--- src/rtl/cipher_pkg.sv ---
`default_nettype none
// ============================================================================
//  Module   : cipher_pkg
//  Purpose  : Shared ASCII constants, state encoding and key helpers for the
//             Caesar/Vigenere cipher blocks.
//  Revision : 1.0  initial release
// ============================================================================
package cipher_pkg;

  localparam logic [7:0] ASCII_A       = 8'd97;
  localparam logic [7:0] ASCII_Z       = 8'd122;
  localparam logic [7:0] ASCII_SPACE   = 8'd32;
  localparam logic [4:0] ALPHA_LEN     = 5'd26;
  localparam int         KEY_CHARS_MAX = 6;

  typedef enum logic [0:0] {
    IDLE = 1'b0,
    RUN  = 1'b1
  } state_t;

  // Non-lowercase key characters contribute no shift.
  function automatic logic [4:0] key_shift(input logic [7:0] ch);
    return (ch >= ASCII_A && ch <= ASCII_Z) ? 5'(ch - ASCII_A) : 5'd0;
  endfunction

endpackage
`default_nettype wire

--- src/rtl/mod26_sub.sv ---
`default_nettype none
// ============================================================================
//  Module   : mod26_sub
//  Purpose  : Combinational (c - k) mod 26 on 5-bit alphabet indices.
//  Revision : 1.0  initial release
// ============================================================================
module mod26_sub
  import cipher_pkg::*;
(
  input  logic [4:0] i_c,
  input  logic [4:0] i_k,
  output logic [4:0] o_diff
);

  logic signed [5:0] w_diff;

  assign w_diff = $signed({1'b0, i_c}) - $signed({1'b0, i_k});
  // Low five bits plus 26 wrap modulo 32 to the correct residue.
  assign o_diff = w_diff[5] ? (w_diff[4:0] + ALPHA_LEN) : w_diff[4:0];

endmodule
`default_nettype wire

--- src/rtl/vigenere_decrypt.sv ---
`default_nettype none
// ============================================================================
//  Module   : vigenere_decrypt
//  Purpose  : Streaming Vigenere decipher with valid/ready handshake and a
//             one-cycle registered output.
//  Revision : 1.0  initial release
// ============================================================================
module vigenere_decrypt
  import cipher_pkg::*;
#(
  parameter int KEY_CHARS = 6
) (
  input  logic                   clk,
  input  logic                   resetn,
  input  logic [8*KEY_CHARS-1:0] key,
  input  logic [2:0]             key_len,
  input  logic                   load,
  input  logic                   in_valid,
  input  logic [7:0]             in_char,
  output logic                   in_ready,
  output logic                   out_valid,
  output logic [7:0]             out_char,
  input  logic                   out_ready,
  output logic [15:0]            char_count
);

  state_t                   r_state;
  logic [8*KEY_CHARS-1:0]   r_key;
  logic [2:0]               r_key_len;
  logic [2:0]               r_key_idx;
  logic                     r_out_valid;
  logic [7:0]               r_out_char;
  logic [15:0]              r_char_count;

  logic [4:0]               w_shift [KEY_CHARS];
  logic [2:0]               w_len_clamped;
  logic [2:0]               w_idx_next;
  logic                     w_in_ready;
  logic                     w_xfer;
  logic                     w_is_letter;
  logic [4:0]               w_plain_idx;
  logic [7:0]               w_out_char;

  for (genvar i = 0; i < KEY_CHARS; i++) begin : g_shift
    assign w_shift[i] = key_shift(r_key[8*i +: 8]);
  end

  assign w_len_clamped = (key_len == 3'd0)            ? 3'd1 :
                         (key_len > 3'(KEY_CHARS))    ? 3'(KEY_CHARS) : key_len;
  assign w_idx_next    = (r_key_idx == r_key_len - 3'd1) ? 3'd0 : r_key_idx + 3'd1;

  assign w_in_ready  = (r_state == RUN) && !load && (!r_out_valid || out_ready);
  assign w_xfer      = in_valid && w_in_ready;
  assign w_is_letter = (in_char >= ASCII_A) && (in_char <= ASCII_Z);

  mod26_sub u_mod26_sub (
    .i_c    (5'(in_char - ASCII_A)),
    .i_k    (w_shift[r_key_idx]),
    .o_diff (w_plain_idx)
  );

  // Spaces and all non-letters decode to a space without consuming key.
  assign w_out_char = w_is_letter ? (ASCII_A + {3'b000, w_plain_idx}) : ASCII_SPACE;

  always_ff @(posedge clk or negedge resetn) begin
    if (!resetn) begin
      r_state      <= IDLE;
      r_key        <= '0;
      r_key_len    <= 3'd1;
      r_key_idx    <= 3'd0;
      r_out_valid  <= 1'b0;
      r_out_char   <= ASCII_SPACE;
      r_char_count <= 16'd0;
    end else if (load) begin
      r_state      <= RUN;
      r_key        <= key;
      r_key_len    <= w_len_clamped;
      r_key_idx    <= 3'd0;
      r_out_valid  <= 1'b0;
      r_out_char   <= ASCII_SPACE;
      r_char_count <= 16'd0;
    end else if (w_xfer) begin
      r_out_valid <= 1'b1;
      r_out_char  <= w_out_char;
      if (w_is_letter) begin
        r_key_idx    <= w_idx_next;
        r_char_count <= r_char_count + 16'd1;
      end
    end else if (out_ready) begin
      r_out_valid <= 1'b0;
    end
  end

  assign in_ready   = w_in_ready;
  assign out_valid  = r_out_valid;
  assign out_char   = r_out_char;
  assign char_count = r_char_count;

endmodule
`default_nettype wire

--- config.mk ---
export PLATFORM = sky130hd
export DESIGN_NAME = vigenere_decrypt
export DESIGN_NICKNAME = d
export VERILOG_FILES = /design/src/rtl/cipher_pkg.sv /design/src/rtl/mod26_sub.sv /design/src/rtl/vigenere_decrypt.sv
export SDC_FILE = /design/constraint.sdc
export NUM_CORES = 1
export LEC_CHECK = 0
export CAP_MARGIN = 5
export CORE_MARGIN = 5
export CORE_UTILIZATION = 53
export CTS_CLUSTER_DIAMETER = 80
export CTS_CLUSTER_SIZE = 12
export DETAILED_ROUTE_END_ITERATION = 8
export PLACE_DENSITY = 0.88
export SLEW_MARGIN = 25
export SYNTH_ARGS = -nofsm -noshare
export SYNTH_HDL_FRONTEND = slang
export SYNTH_SLANG_ARGS = --single-unit
--- constraint.sdc ---
create_clock -name clk -period 4.2 [get_ports clk]
set_input_delay 0.84 -clock clk [delete_from_list [all_inputs] [get_ports clk]]
set_output_delay 0.84 -clock clk [all_outputs]
set_load 0.005 [all_outputs]
==> Word-level counts from Yosys, hierarchy flattened <==
Index checks and enable logic that the tools add are counted.
{ "classes": {"bitwise": 1, "n_mux": 25, "n_eq_ne": 1, "addsub": 13, "reduce_logical": 18, "order_cmp": 16} }
{ "ops": {"columns": ["op", "n"], "rows": [
  ["$ge 8x7->1 const B", 7],
  ["$le 8x7->1 const B", 7],
  ["$mux 16", 3],
  ["$mux 5", 9],
  ["$sub 5x1->5 const B", 7],
  ["$mux 8", 3],
  ["$mux 3", 6],
  ["$add 16x1->16 const B", 1],
  ["$bmux 5 s3", 1],
  ["$logic_and 1x1->1", 10],
  ["$add 7x5->8 const A", 1],
  ["$sub 5x5->6", 1],
  ["$add 5x5->5 const B", 1],
  ["$ge 4x4->1 const B", 1],
  ["$not 3->4", 1],
  ["$reduce_bool 2->1", 2],
  ["$add 3x1->3 const B", 1],
  ["$eq 3x3->1", 1],
  ["$gt 3x3->1 const B", 1],
  ["$logic_not 3->1", 1],
  ["$mux 1", 3],
  ["$reduce_bool 3->1", 1],
  ["$sub 3x1->3 const B", 1],
  ["$logic_not 1->1", 2],
  ["2 further kinds", 2]
]} }
{ "totals": {"register_bits": 80, "output_inout_bits": 26} }

==> Depth between registers and ports, before layout <==
{ "depth": {"word_depth": 13, "ltp_mapped": 19, "depth_no_buf": 18} }

==> Cells and area by module <==
From an unflattened synthesis, not the netlist that was laid out.
{ "hier_totals": {"hier_cells": 469, "area_unflattened_um2": 4682.0} }
{ "by_module_without_submodules": {"columns": ["mod", "n_inst", "area_per_inst_um2", "cells_per_inst", "seq_area_each_um2"], "rows": [
  ["vigenere_decrypt", 1, 4408.0, 435, 2004.4],
  ["mod26_sub", 1, 274.0, 34, 0.0]
]} }

==> Least setup slack after synthesis <==
Ideal clock, no wire load.
{ "synth_timing": {"path_type": "reg-to-reg", "start": "register r_key[32]", "end": "register r_out_char[6] (netlist: out_char[6])", "stages_incl_launch_ff": 16, "setup_ns": 0.121, "t_arrival_ns": 3.684, "slack_ns": 0.395, "cell_sequence": "dfrtp_1 inv_1 ha_1 nand2_1 o311ai_0 o22ai_1 a2bb2oi_1 ha_1 nor2b_1 o2111ai_1 nand2_1 xnor2_1 ha_1 nand4_1 o41a_1 a22o_1"} }
{ "synth_via": {"elab_chain_cells": 13, "elab_cells_between_ends": 15, "cone_classes": "add/sub (4); order compare (2); mux (8); reduce/logical (1)"} }
{ "synth_lines": {"columns": ["item", "line_no", "text"], "rows": [
  ["from (decl)", "vigenere_decrypt.sv:28", "logic [8*KEY_CHARS-1:0] r_key;"],
  ["from (signal assigned)", "vigenere_decrypt.sv:76", "r_key <= key;"],
  ["$ge 8x7->1 or $le 8x7->1 (tied branches)", "cipher_pkg.sv:23", "return (ch >= ASCII_A && ch <= ASCII_Z) ? 5'(ch - ASCII_A) : 5'd0;"],
  ["$logic_and 1x1->1", "cipher_pkg.sv:23", null],
  ["$mux 5 (*)", "cipher_pkg.sv:23", null],
  ["$bmux 5 s3 (*)", "vigenere_decrypt.sv:58", ".i_k (w_shift[r_key_idx]),"],
  ["$mux 5 (implied by the code) (*) (2 in series)", "vigenere_decrypt.sv:58", null],
  ["$sub 5x5->6 (*)", "mod26_sub.sv:17", "assign w_diff = $signed({1'b0, i_c}) - $signed({1'b0, i_k});"],
  ["$add 5x5->5", "mod26_sub.sv:19", "assign o_diff = w_diff[5] ? (w_diff[4:0] + ALPHA_LEN) : w_diff[4:0];"],
  ["$mux 5 (*)", "mod26_sub.sv:19", null],
  ["$add 7x5->8 (*)", "vigenere_decrypt.sv:63", "assign w_out_char = w_is_letter ? (ASCII_A + {3'b000, w_plain_idx}) : ASCII_SPACE;"],
  ["$mux 8 (*)", "vigenere_decrypt.sv:63", null],
  ["$mux 8 (*)", "vigenere_decrypt.sv:82", "end else if (w_xfer) begin"],
  ["$mux 8 (*)", "vigenere_decrypt.sv:74", "end else if (load) begin"],
  ["to (signal assigned)", "vigenere_decrypt.sv:84", "r_out_char <= w_out_char;"],
  ["to (decl)", "vigenere_decrypt.sv:32", "logic [7:0] r_out_char;"]
]} }
Mark *: on every way between the ends. The rest lies on a longest branch, timed or not. The select of a mux whose other input is x is not followed.
A chain may end at the register's enable or synchronous reset.

==> Final worst setup path <==
{ "layout_timing": {"start": "register r_key[9]", "end": "register r_out_char[6] (netlist: out_char[6])"} }
Same word-level chain as after synthesis.

==> flow_summary.json <==
{
  "finish.utilization_pct": 69.5,
  "ys_seq_area_share_pct": 41.6,
  "path_cells": "inv_1, ha_2, nand2b_1, or4_1, o211ai_1, o22ai_1, o21ai_1, a2bb2oi_1, ha_2, and3b_4, or3_4, and2_1, o41a_1, a22o_1",
  "status": "finished, final reports clean",
  "synth.avg_cell_area_sq_um": 10.1,
  "postRouteAntennaNets": 0,
  "antenna_cells": 0,
  "internal_power_uw": 1300,
  "clock.fmax_mhz": 249,
  "cts-root-buf": "clkbuf_8",
  "drive_above_1_share_pct": 15.8,
  "switchingPower_uw": 605,
  "timing.final.crit_share_pct": 95.7,
  "endpoint_kind": "flop",
  "dieWidth_um": 105,
  "critPathLaunchType": "flop",
  "clk_pin_slew_ps": 90,
  "crit_family": "compound AO/OA/AOI/OAI gates",
  "yosysUniqueCellTypes": 62,
  "dp_hpwl_um": 8490,
  "wl_um": 11700,
  "worst_pin_slew_ps": 851,
  "syn_area_sq_um": 4820,
  "crit_top_cell": "ha_2",
  "slowest_stage": "or4_1",
  "vias": 3968,
  "num_rows": 34,
  "dp_worst_setup_slack_ps": 48.2,
  "grt_pass1_wl_um": 19500,
  "leakage_uw": 0.00252,
  "drt_pass1_iterations": 4,
  "p_seq_share_pct": 45.6,
  "ys.warnings.count": 0,
  "rrSetupSlack_ps": 180,
  "crit_path_max_fanout": 6,
  "powerDensity_nw_per_um2": 312,
  "dieArea_sq_um": 11100,
  "dpl.cell_count": 665,
  "max-slew-margin-rel_pct": 43.3,
  "initial_core_util_pct": 54.7,
  "grt_pass1_vias": 4066,
  "synth_top_area_share_pct": 40.5,
  "crit_arrival_ps": 4270,
  "yosys-top-cells-area": "dfrtp_1 (41%), mux2_2 (8.6%), ha_1 (8.0%)",
  "fin_nets": 668,
  "fillCellCount": 683,
  "ys_seq_elements": 80,
  "place_congestion": 0.810,
  "avgViaCountPerCell": 5.79,
  "fin_cells": 685,
  "combPwrFrac_pct": 25.8,
  "multi_input_area_sq_um": 2710,
  "coreArea_sq_um": 8810,
  "grt.overflow.total": 0,
  "grtUsageMet3_pct": 5.13,
  "fin_worst_skew_ps": 5.37,
  "drc_errors": 0,
  "hold_violations": 0,
  "top_usage_layer": "met2",
  "swShare_pct": 31.7,
  "setup_violations": 0,
  "cp_num_buf_inv": 1,
  "grt_max_degree": 83,
  "cts_hold_buf": 0,
  "met1_usage_pct": 26.8,
  "fin_crit_ps": 4020,
  "areaGrowthSynthToFinish_pct": 27.0,
  "slew_violations": 0,
  "numCtsBuffers": 9,
  "p_total_uw": 1910,
  "clkPwrFrac_pct": 28.6,
  "synth_edf_count": 0,
  "worst-endpoint-required_ps": 4450,
  "drt-initial-drc-count": 218,
  "antenna_found_initial": 0,
  "fin_ws_ps": 182,
  "htreeDepth": 3,
  "synthCells": 476,
  "portBuffers": 89,
  "ys_async_sr_fraction_pct": 100,
  "hold_path_class": "flop to flop",
  "cts_buffer_depth": 2,
  "max_cap_violations": 0,
  "tritoncts": "built",
  "grt_use_total_pct": 21.4,
  "synth_area_leader_cell": "dfrtp_1",
  "slowest_delay_ps": 450,
  "met2_usage_pct": 37.3,
  "ys.flop_type": "dfrtp_1",
  "io_pins": 90,
  "critical_path_class": "flop to flop",
  "clk_latency_ps": 350,
  "clock-sinks": 80,
  "setup_tns_ps": 0,
  "worst_ir_drop_vdd_mv": 0.257,
  "avgRoutedWirePerCell_um": 17.0,
  "seq_area_sq_um": 2000,
  "die_h_um": 105,
  "syn-num-nets": 572
}
-- kinds of logic after synthesis --
group / count (synthesis) / synth area share [%]
AOI/OAI and AO/OA: 94 / 13.3
and+or+nand+nor: 146 / 16.0
adders and majority gates: 32 / 8.47
xor gates and xnor gates: 42 / 8.08
muxes: 39 / 9.06
DFF: 80 / 41.6
buffers and inverters: 43 / 3.53
-- cell usage in the layout, fill, tap and decap left out, drive strengths merged, types with 7 or more instances in the layout --
master and n:
o21ai 32, xor2 11, o22ai 9, clkdlybuf4s50 87, nor4 7, mux2 37, nor2b 9, nor3 14
nand2b 7, dfrtp 78, a21oi 10, xnor2 30, buf 14, clkbuf 9, ha 31, nand2 40
nand3 10, nor2 27, inv 31
-- flip-flops by register name (all words and copies together) (netlist names) --
register and cells:
char_count 16, r_key 48, r_key_idx 3, out_valid 1
r_state 1, out_char 8, r_key_len 3
-- cell usage after synthesis (all sizes together), types with 4 or more instances --
master  number
a21oi       10
a22o         5
a31oi        6
buf          4
clkbuf      12
dfrtp       78
ha          31
inv         27
mux2        37
nand2       40
nand2b       7
nand3       10
nand3b       6
nand4        5
nor2        27
nor2b        9
nor3        14
nor4         7
o211ai       5
o21ai       32
o221ai       4
o22ai        9
xnor2       30
xor2        11
-- path summary, 6_finish.rpt --
path,startpoint,endpoint,cells past startpoint
max in group asynchronous,resetn,r_key[42],1
worst max-delay path,r_key[9],out_char[6],14
worst min register to register,out_char[5],out_char[5],2
worst max register to register,r_key[9],out_char[6],14
min in group asynchronous,resetn,r_key[6],1
worst min-delay path,out_char[5],out_char[5],2
-- final cells by class --
type,instances,share of cell area [%]
clock buffers,9,2.02
clock inverters,7,1.02
inverters,27,1.66
multi-input cells,353,44.3
flip-flops and latches,80,32.8
well taps,108,2.21
repair buffers,101,16.0
-- stage by stage --
| step | instance area [sq um] | hold slack [ps] |
|---|---|---|
| 3_3_place_gp | 5830 | 455 |
| 6_report | 6120 | 480 |
| 3_5_place_dp | 5830 | 459 |
| 4_1_cts | 6020 | 477 |
| 2_1_floorplan | 4820 | 448 |
| 5_1_grt | 6120 | 485 |
-- power groups by stage --
stage               logic (uW)  clock network, uW  registers [uW]
floorplan                  307                  0             872
detailed placement         457                  0             885
finish                     493                545             871
global placement           447                  0             881
CTS                        462                561             871
global route               543                594             879
-- worst register-to-register path: cells and delay by family, from the launching register on --
family                   cells  cell delay [ps]
adder cells (fa/ha/maj)      2              590
AO/OA/AOI/OAI                6             1400
flip-flops                   1              410
buffers and inverters        1              120
AND/OR/NAND/NOR              5             1380
-- timing repair --
item | 4_1_cts | 5_1_grt
gates cloned | 0 | 0
pin swaps | 0 | 3
gates resized for setup | 1 | 15
buffers inserted | 0 | 4
endpoints found under the setup margin | 1 | 5
endpoints found under the hold margin | 0 | 0
-- routing by layer --
metal / vias to the layer above / part of all wire (%)
met2: 86 / 52
met4: 0 / 1.2
met3: 15 / 4.2
met5: - / 0
li1: 1901 / -
met1: 1966 / 42
Note: power is estimated with default switching activity, not from simulation.
